===== src/rtl/hull_fifo.sv =====
// Single-clock show-ahead FIFO. TYPE 1 keeps storage in a synchronous-read RAM and
// bypasses freshly written data so that q timing matches the flop-array variant.
module hull_fifo #(
    parameter int TYPE      = 0,
    parameter int WIDTH     = 64,
    parameter int LOG_DEPTH = 4
) (
    input  logic             clock,
    input  logic             reset_n,
    input  logic             wrreq,
    input  logic [WIDTH-1:0] data,
    output logic             full,
    output logic [WIDTH-1:0] q,
    output logic             empty,
    input  logic             rdreq
);

    localparam int                 DEPTH = 1 << LOG_DEPTH;
    localparam logic [LOG_DEPTH:0] CAP_C = {1'b1, {LOG_DEPTH{1'b0}}};

    logic [LOG_DEPTH-1:0] rd_ptr_q, rd_ptr_d;
    logic [LOG_DEPTH-1:0] wr_ptr_q, wr_ptr_d;
    logic [LOG_DEPTH:0]   count_q, count_d;
    logic                 empty_s, full_s, wr_acc_s, rd_acc_s;
    logic [WIDTH-1:0]     head_s;

    // Acceptance decisions use the flags as they stand before the edge.
    always_comb begin
        empty_s  = (count_q == {(LOG_DEPTH+1){1'b0}});
        full_s   = (count_q == CAP_C);
        wr_acc_s = wrreq & ~full_s;
        rd_acc_s = rdreq & ~empty_s;
        if (wr_acc_s) begin
            wr_ptr_d = wr_ptr_q + LOG_DEPTH'(1);
        end else begin
            wr_ptr_d = wr_ptr_q;
        end
        if (rd_acc_s) begin
            rd_ptr_d = rd_ptr_q + LOG_DEPTH'(1);
        end else begin
            rd_ptr_d = rd_ptr_q;
        end
        case ({wr_acc_s, rd_acc_s})
            2'b10:   count_d = count_q + (LOG_DEPTH+1)'(1);
            2'b01:   count_d = count_q - (LOG_DEPTH+1)'(1);
            default: count_d = count_q;
        endcase
    end

    // Pointer and occupancy registers.
    always_ff @(posedge clock or negedge reset_n) begin
        if (!reset_n) begin
            rd_ptr_q <= {LOG_DEPTH{1'b0}};
            wr_ptr_q <= {LOG_DEPTH{1'b0}};
            count_q  <= {(LOG_DEPTH+1){1'b0}};
        end else begin
            rd_ptr_q <= rd_ptr_d;
            wr_ptr_q <= wr_ptr_d;
            count_q  <= count_d;
        end
    end

    if (TYPE == 1) begin : g_ram
        logic [WIDTH-1:0] ram [DEPTH];
        logic [WIDTH-1:0] ram_rd_q;
        logic             byp_sel_q, byp_sel_d;
        logic [WIDTH-1:0] byp_data_q, byp_data_d;

        // The RAM is read at the next head address; if that slot is being
        // written this same edge the read returns stale data, so take the bypass.
        always_comb begin
            byp_sel_d  = wr_acc_s & (rd_ptr_d == wr_ptr_q);
            byp_data_d = data;
        end

        // Storage array with synchronous read of the upcoming head.
        always_ff @(posedge clock) begin
            if (wr_acc_s) begin
                ram[wr_ptr_q] <= data;
            end
            ram_rd_q <= ram[rd_ptr_d];
        end

        // Bypass register for write-to-next-head collisions.
        always_ff @(posedge clock or negedge reset_n) begin
            if (!reset_n) begin
                byp_sel_q  <= 1'b0;
                byp_data_q <= {WIDTH{1'b0}};
            end else begin
                byp_sel_q  <= byp_sel_d;
                byp_data_q <= byp_data_d;
            end
        end

        assign head_s = byp_sel_q ? byp_data_q : ram_rd_q;
    end else begin : g_flop
        logic [WIDTH-1:0] mem [DEPTH];

        // Flop storage; head is read combinationally from the read pointer.
        always_ff @(posedge clock) begin
            if (wr_acc_s) begin
                mem[wr_ptr_q] <= data;
            end
        end

        assign head_s = mem[rd_ptr_q];
    end

    assign empty = empty_s;
    assign full  = full_s;
    assign q     = empty_s ? {WIDTH{1'b0}} : head_s;

endmodule


===== config.mk =====
export PLATFORM = sky130hd
export DESIGN_NAME = hull_fifo
export DESIGN_NICKNAME = d
export VERILOG_FILES = /design/src/rtl/hull_fifo.sv
export SDC_FILE = /design/constraint.sdc
export NUM_CORES = 1
export LEC_CHECK = 0
export BUFFER_PORTS_ARGS = -buffer_cell sky130_fd_sc_hd__buf_2
export CORE_ASPECT_RATIO = 1.2
export CORE_MARGIN = 3
export CORE_UTILIZATION = 30
export DETAILED_ROUTE_END_ITERATION = 6
export HOLD_SLACK_MARGIN = 0.08
export MAX_ROUTING_LAYER = met4
export PLACE_DENSITY_LB_ADDON = 0.05
export SYNTH_ARGS = -nofsm -noshare
export SYNTH_HDL_FRONTEND = slang
export SYNTH_SLANG_ARGS = --single-unit

===== constraint.sdc =====
create_clock -name clock -period 15.7 [get_ports clock]
set_input_delay 1.57 -clock clock [delete_from_list [all_inputs] [get_ports clock]]
set_output_delay 1.57 -clock clock [all_outputs]
set_load 0.1 [all_outputs]

==> metrics.md, run 1 <==
| Metric | Value |
|---|---|
| Status | completed |
| Final Net Count | 2,218 |
| Critical path arrival | 4.87 ns |
| Crit path capture type | primary output |
| Antenna violations before repair | 23 |
| Die area | 0.1413 sq mm |
| Area delta synth->final | 15.68% |
| IO Count | 134 |
| Reg2Reg Setup Slack | 12.07 ns |
| Max Clock Skew | 0.02978 ns |
| PortBufs | approximately 130 |
| Detail Route Antenna Nets | 0 |
| Chip Width | ~340 um |
| # hold bufs at CTS | 0 |
| Power density cells | approximately 210 mW/mm^2 |
| Final core occ | 34.98% |
| Drt drc | 0 |
| Htree depth | 3 |
| # rows | 148 |
| Reg2Reg Launch Point | count_q[2] |
| First-pass GRT wire length | between 150,000 and 200,000 um |
| Max transition margin | 17.25% |
| Metal2 WL | 58,190 um |
| Reg2reg path depth | 5 |
| Total track usage | 16.73% |
| CTS resizes | 0 |
| Main flop type after synthesis | edfxtp_1 |
| Layout Cells excl Fill | about 4k |
| Post-synth cell types | 51 |
| Latest clock arrival within the worst-skew pair | 0.72 ns |
| Hold path endpoint | rd_ptr_q[3] |
| LEAKAGE | 15.25 nW |
| Clock network fraction of total power | a little over a quarter |
| Routability congestion estimate | 0.6919 |
| Syn avg cell area | 20.92 sq um |
| Clk Tree Root Cell | clkbuf_16 |
| Postcts setup bufs | 0 |
| Worst-Margin Slew | 1.238 ns |
| Routed len/inst | about 28 um |
| CP Launch Type | flip-flop |
| Max Cap Viol | 0 |
| Required @ worst endpoint | 14.13 ns |
| Hold Crit Depth | 1 |
| Final period util | 41.05% |
| RSZ-0062 raised after global routing | false |
| Clock Sinks | between 1k and 1.5k |
| Layout cells sized above 1 | 30.19% |
| Core ar. | 0.1357 sq mm |
| Total Wirelength | 114,300 um |
| Via/cell ratio | 4.936 |
| Mapped cell area | 0.04104 sq mm |
| Dpl cells | approximately 3.8k |
| Detailed Route Iter0 Violations | 1,430 |
| Post-layout min period | 6.445 ns |
| Via Count | 19.98k |
| Post-synth ARST share | approximately 1.3% |
| Total gr overflow | 0 |
| Top sig layer | met4 |
| Hold Vio Cnt, Final | 0 |
| Final instance area | 0.04747 sq mm |
| DP Wirelength | between 50,000 and 60,000 um |
| Reg clk slew, reported paths | about 0.060 ns |
| Post-synthesis register bit count | 1,037 |
| Peak supply drop | 192.8 uV |
| M1 WL | 49,410 um |
| Reg2reg end | g_flop.mem[10][51] |
| Placed cell area | 0.04376 sq mm |
| CTS tree | yes |
| Yosys Warn Count | 0 |
| Initial core utilization | 30.24% |
| Mapped Cells | 1,962 |
| Fillers | 12.62k |
| Syn_nets | 2,039 |
| Seq/Total Area, Yosys | 75.72% |
| Vert. Die Dim | 411.2 um |
| Switch Pwr | between 4 and 5 mW |
| CTS max path bufs | 3 |
| Switch share | between 40% and 50% |
| Setup CP Type | flip-flop to primary output |
| F_max | 155.2 MHz |
| Final setup fails | 0 |
| Number of global-route vias before repair | ~22k |
| Pre-antenna DRT Iters | 6 |
| Hold_ws | 0.5544 ns |
| Cell internal pwr | 5.983 mW |
| Sequential power share | 34.4% |
| Cts bufs inserted | 114 |
| Met3 Wirelength | 4609 um |
| Worst-path fanout max | 48 |
| Gate power share | 39.5% |
| Hold_sp | rd_ptr_q[3] |
| Post-route setup TNS | 0 ns |
| Count of flip-flops with a built-in enable after synthesis | 1,024 |
| Final slew viol count | 0 |
| Largest net degree at the start of global routing | 153 |
| Min-delay worst type | flip-flop to flip-flop |
-- power groups by stage --
stage	clock network (mW)	registers, mW	logic [mW]
finish	2.64	3.48	3.99
global route	2.85	3.51	4.22
CTS	2.74	3.48	4.10
detailed placement	0	3.54	4.09
global placement	0	3.53	4.09
floorplan	0	3.46	3.14
-- logic make-up (layout without fill, tap and decap cells) --
kind of cell    after synthesis  count (layout)  synth area share, %
fa+ha+maj                     9               9               0.2744
xor+xnor                     10              10               0.2134
buf+inv                     128             402                1.921
mux                         477             477                16.68
other cells                   0              13                    0
compound gates              234             234                4.372
simple gates                 67              67               0.8263
flops                      1037            1037                75.72
-- cell usage after synthesis, types with 6 or more instances --
library cell  count  area, sq um
edfxtp_1       1024        30750
mux2i_1         191         1912
mux4_2          152         3423
mux2_2          134         1509
o32ai_1          63        551.8
buf_2            56        280.3
a211oi_1         41        307.8
a22oi_1          40        300.3
o21ai_1          40        200.2
nand2_1          24        90.09
clkbuf_1         22        82.58
buf_6            21        236.5
buf_4            19        142.6
nor2_1           16        60.06
dfrtp_1          13        325.3
o22ai_1          13        81.33
o211ai_2         11        137.6
o311ai_1         11        96.34
ha_1              9        112.6
xnor2_1           9        78.83
inv_1             6        22.52
nand2b_1          6        37.54
-- metrics by stage --
step / setup WS (ns) / power (mW)
global placement: 9.719 / 7.616
floorplan: 8.722 / 6.607
global route: 8.956 / 10.57
CTS: 8.996 / 10.32
finish: 9.255 / 10.10
detailed placement: 9.790 / 7.633
-- worst max-delay path by stage --
stage           startpoint          endpoint  slack, ns  cells past startpoint
6_report       rd_ptr_q[0]             q[15]       9.26                      7
5_1_grt        rd_ptr_q[0]             q[62]       8.96                      6
4_1_cts        rd_ptr_q[0]             q[62]       9.00                      6
3_5_place_dp   rd_ptr_q[0]             q[62]       9.79                      6
3_3_place_gp   rd_ptr_q[0]             q[62]       9.72                      6
2_1_floorplan        wrreq  g_flop.mem[3][0]       8.72                      3
-- area by class of cell --
| cell class | instances | area [sq um] | area share, % |
|---|---|---|---|
| Antenna cell | 13 | 32.53 | 0.06852 |
| Clock buffer | 138 | 2964 | 6.244 |
| Sequential cell | 1037 | 31090 | 65.48 |
| Timing Repair Buffer | 185 | 1069 | 2.251 |
| Tap cell | 1800 | 2252 | 4.744 |
| Inverter | 6 | 22.52 | 0.04744 |
| Clock inverter | 73 | 720.7 | 1.518 |
| Multi-Input combinational cell | 797 | 9328 | 19.65 |
-- sequential cells by signal, indices dropped and copies added (netlist names) --
| signal | cells |
|---|---|
| count_q | 5 |
| g_flop.mem | 1024 |
| rd_ptr_q | 4 |
| wr_ptr_q | 4 |
-- cells in the final DEF, fill, tap and decap left out, drive strengths merged, types with 2 or more instances in the layout --
master,Yosys,layout
a22oi,40,40
nor3,4,4
o21ai,42,42
o211ai,13,13
buf,97,185
nand2,24,24
nor2,16,16
clkinv,0,56
nand3,2,2
clkbuf,25,138
a21boi,2,2
mux4,152,152
mux2,134,134
xnor2,9,9
o32ai,63,63
o22ai,13,13
nand2b,7,7
edfxtp,1024,1024
a211oi,41,41
dfrtp,13,13
diode,0,13
inv,6,7
o311ai,11,11
mux2i,191,191
nand4,2,2
clkinvlp,0,3
bufinv,0,13
ha,9,9
nor4,2,2
nor2b,4,4
nor4b,2,2
-- layer usage --
| layer | track usage, % | vias to the layer above |
|---|---|---|
| met5 | - | - |
| met1 | 21.09 | 10790 |
| met3 | 2.535 | 124 |
| met4 | 4.515 | 0 |
| met2 | 28.12 | 411 |
| li1 | - | 8658 |
-- critical path: stages, from the launching register on --
cell     delay [ns]
dfrtp_4        0.79
buf_4          0.82
buf_4          0.80
mux2i_1        0.17
a22oi_1        0.21
o21ai_1        0.09
o32ai_1        0.69
buf_2          0.56
No activity file was read; power rests on OpenSTA's default activity.
==> inputs of run 2 (changes only) <==
ABC_AREA = 1   (was default)
clock period = 6.5 ns   (was 15.7 ns; I/O delays follow)
==> metrics.md, run 2 <==
| Metric | Value |
|---|---|
| Clk Tree Root Cell | clkbuf_16 |
| Pre-antenna DRT Iters | 7 (+1) |
| Seq/Total Area, Yosys | 70.45% (-5.3 points) |
| Post-layout min period | 4.861 ns |
| Worst-Margin Slew | 1.183 ns (-0.05572 ns) |
| Die area | 0.1517 sq mm (+7.4%) |
| Worst-path fanout max | 66 (+38%) |
| Cell with the most instances after synthesis | nand2_1 |
| Detailed Route Iter0 Violations | 1,800 (+26%) |
| Hold_ws | 0.2153 ns (-0.3391 ns) |
| Count of flip-flops with a built-in enable after synthesis | 1,024 (unchanged) |
| Mapped cell area | 0.04411 sq mm (+7.5%) |
| CP Launch Type | flip-flop |
| # rows | 153 (+3.4%) |
| Latest clock arrival within the worst-skew pair | 0.71 ns (about the same) |
| Final slew viol count | 0 (unchanged) |
| Post-synthesis register bit count | 1,037 (unchanged) |
| CP Capture Point | q[63] |
| Commonest cells post-synth | nand2_1, edfxtp_1, nand3_1 |
| Max transition margin | 20.97% (+3.7 points) |
| Reg clk slew, reported paths | 0.06 ns (about the same) |
| Via/cell ratio | 4.550 (-7.8%) |
| Main flop type after synthesis | edfxtp_1 |
| PortBufs | 133 (unchanged) |
| LEAKAGE | 20.41 nW (+34%) |
| Final Net Count | 4,288 (+93%) |
| Syn avg cell area | 10.72 sq um (-49%) |
| Status | complete, but fails checks |
| Final period util | 74.78% |
| Reg2reg end | g_flop.mem[15][22] |
| CTS tree | yes |
| Max Clock Skew | 0.02284 ns (-0.006947 ns) |
| Crit path from | rd_ptr_q[1] |
| Largest net degree at the start of global routing | 160 (+4.6%) |
| Antenna violations before repair | 18 (-22%) |
| Commonest non-fill, non-tap cells in the layout | nand2_1, edfxtp_1, nand3_1 |
| Post-synth cell types | 22 (-57%) |
| Chip Width | 356.0 um (+3.6%) |
| Area share of the largest cell type after synthesis | 69.72% (-5.2 points) |
| Power density cells | 506.2 mW/mm^2 (+140%) |
| DP Wirelength | 63,060 um (+6.9%) |
| Final setup fails | 0 (unchanged) |
| Htree depth | 3 (unchanged) |
| Hold Vio Cnt, Final | 0 (unchanged) |
| Routed len/inst | 21.61 um (-23%) |
| Core ar. | 0.1455 sq mm (+7.2%) |
| Sequential power share | 32.9% (-1.5 points) |
| Via Count | 28.46k (+42%) |
| Cell internal pwr | 13.67 mW (+130%) |
| Drt drc | 2 (+2) |
| RSZ-0062 raised after global routing | false |
| First-pass GRT wire length | 196,700 um (+21%) |
| Routability congestion estimate | 0.6941 (+0.32%) |
| Syn_nets | 4,192 (+110%) |
| Post-route setup TNS | 0 ns (unchanged) |
| Peak supply drop | 521.7 uV (+170%) |
| Most area-hungry cell type in the Yosys netlist | edfxtp_1 |
| Synth area leaders | edfxtp_1, nand2_1, nand3_1, inv_1, buf_2 |
| Final core occ | 34.56% (-0.42 points) |
| Initial core utilization | 30.32% (+0.081 points) |
| Min-delay worst type | primary input to flip-flop |
| Total gr overflow | 0 (unchanged) |
| Max Cap Viol | 0 (unchanged) |
| Switch Pwr | 11.78 mW (+190%) |
| CTS resizes | 0 (unchanged) |
| IO Count | 134 (unchanged) |
| Gate power share | 42.6% (+3.1 points) |
| Layout Cells excl Fill | 6,256 (+55%) |
| F_max | 205.7 MHz |
| Reg2reg path depth | 5 (unchanged) |
| Total track usage | 18.21% (+1.5 points) |
| Reg2Reg Launch Point | count_q[1] |
| Area delta synth->final | 13.98% |
| Switch share | 46.28% (+5.5 points) |
| Critical path arrival | 4.21 ns (-0.66 ns) |
| Dpl cells | 6,027 (+58%) |
| Reg2Reg Setup Slack | 3.29 ns (-8.78 ns) |
| Post-synth ARST share | 1.254% (unchanged) |
| Vert. Die Dim | 426.0 um (+3.6%) |
| Required @ worst endpoint | 5.85 ns (-8.28 ns) |
| Total Wirelength | 135,200 um (+18%) |
| Largest reg by FF count | g_flop.mem |
| Setup CP Type | flip-flop to primary output |
| Max reg flops | 1,024 (unchanged) |
| Biggest regs | g_flop.mem: 1024 flops, count_q: 5 flops |
| Cts bufs inserted | 118 (+3.5%) |
| Number of global-route vias before repair | 28.45k (+31%) |
| Clock Sinks | 1,037 (unchanged) |
| Mapped Cells | 4,115 (+110%) |
| Commonest non-fill, non-tap cell in the layout | nand2_1 |
| Clock network fraction of total power | 24.6% (-1.5 points) |
| Fillers | 14.72k (+17%) |
| Yosys Warn Count | 0 (unchanged) |
| Failing checks | design-rule violations |
| Crit path capture type | primary output |
| Layout cells sized above 1 | 8.633% (-22 points) |
| CTS max path bufs | 3 (unchanged) |
| Detail Route Antenna Nets | 0 (unchanged) |
[run 2: changes by cell type after synthesis, moves of 17 or more]
cell / delta
nand2_1: +1536
buf_1: +17
a211oi_1: -41
inv_1: +525
nand3_1: +651
mux2i_1: -191
a21oi_1: +65
a22oi_1: -40
buf_2: +73
o32ai_1: -63
mux4_2: -152
mux2_2: -134
o21ai_1: -40
[run 2: area by class of cell]
class	count	area, sq um	share of cell area, %
clock inverters	59	350.3	0.6968
flip-flops and latches	1037	31090	61.84
diodes	10	25.02	0.04977
multi-input cells	2324	9876	19.64
clock buffers	159	3202	6.369
well taps	1937	2424	4.821
repair buffers	197	1261	2.509
inverters	533	2047	4.072
[run 2: kinds of logic (layout without fill, tap and decap cells)]
kind of cell / count (synthesis) / count (layout) / synth area share (%)
AOI/OAI and AO/OA: 73 / 73 / 0.8397
xor gates and xnor gates: 9 / 9 / 0.1787
adders and majority gates: 9 / 9 / 0.2553
buffers and inverters: 754 / 948 / 7.378
DFF: 1037 / 1037 / 70.45
other: 0 / 10 / 0
and+or+nand+nor: 2233 / 2233 / 20.90
[run 2: through the flow]
step / cell area (sq um) / power, mW / setup slack, ns
3_5_place_dp: 46690 / 19.59 / 2.347
6_report: 50270 / 25.45 / 1.639
5_1_grt: 50270 / 26.90 / 1.423
2_1_floorplan: 44110 / 16.53 / 0.5880
3_3_place_gp: 46690 / 19.62 / 2.309
4_1_cts: 50250 / 25.94 / 1.527
[run 2: worst max-delay path, cell delays in order (launching register included)]
cell and delay, ns:
dfrtp_4 0.97, buf_4 0.88, nand3_1 0.16, nand3_1 0.13, nand3_1 0.08, a21oi_1 0.55
buf_2 0.54
[run 2: power by group through the flow]
stage / Clock [mW] / Sequential [mW] / Combinational (mW)
final: 6.25 / 8.37 / 10.8
after global routing: 6.70 / 8.43 / 11.8
after CTS: 6.46 / 8.38 / 11.1
after detailed placement: 0 / 8.52 / 11.1
after global placement: 0 / 8.51 / 11.1
after floorplan: 0 / 8.35 / 8.17
[run 2: what timing repair did]
item | 4_1_cts | 5_1_grt
endpoints found under the hold margin | 13 | 0
setup buffers | 0 | 0
hold buffers | 1 | 0
[run 2: worst min path at each step]
stage	from	end	slack [ns]	cells past startpoint
2_1_floorplan	reset_n	count_q[0]	0.35	0
3_3_place_gp	count_q[3]	count_q[3]	0.51	2
3_5_place_dp	wr_ptr_q[3]	wr_ptr_q[3]	0.52	2
4_1_cts	wrreq	wr_ptr_q[3]	0.13	3
5_1_grt	wrreq	wr_ptr_q[3]	0.19	3
6_report	wrreq	wr_ptr_q[3]	0.22	3
[run 2: routing by layer]
layer	wire, um	vias to the layer above	global-route usage [%]
met5	0	-	-
met4	2897	0	5.021
met3	4586	178	2.483
met2	64400	460	29.57
met1	63320	14100	23.92
li1	-	13720	-
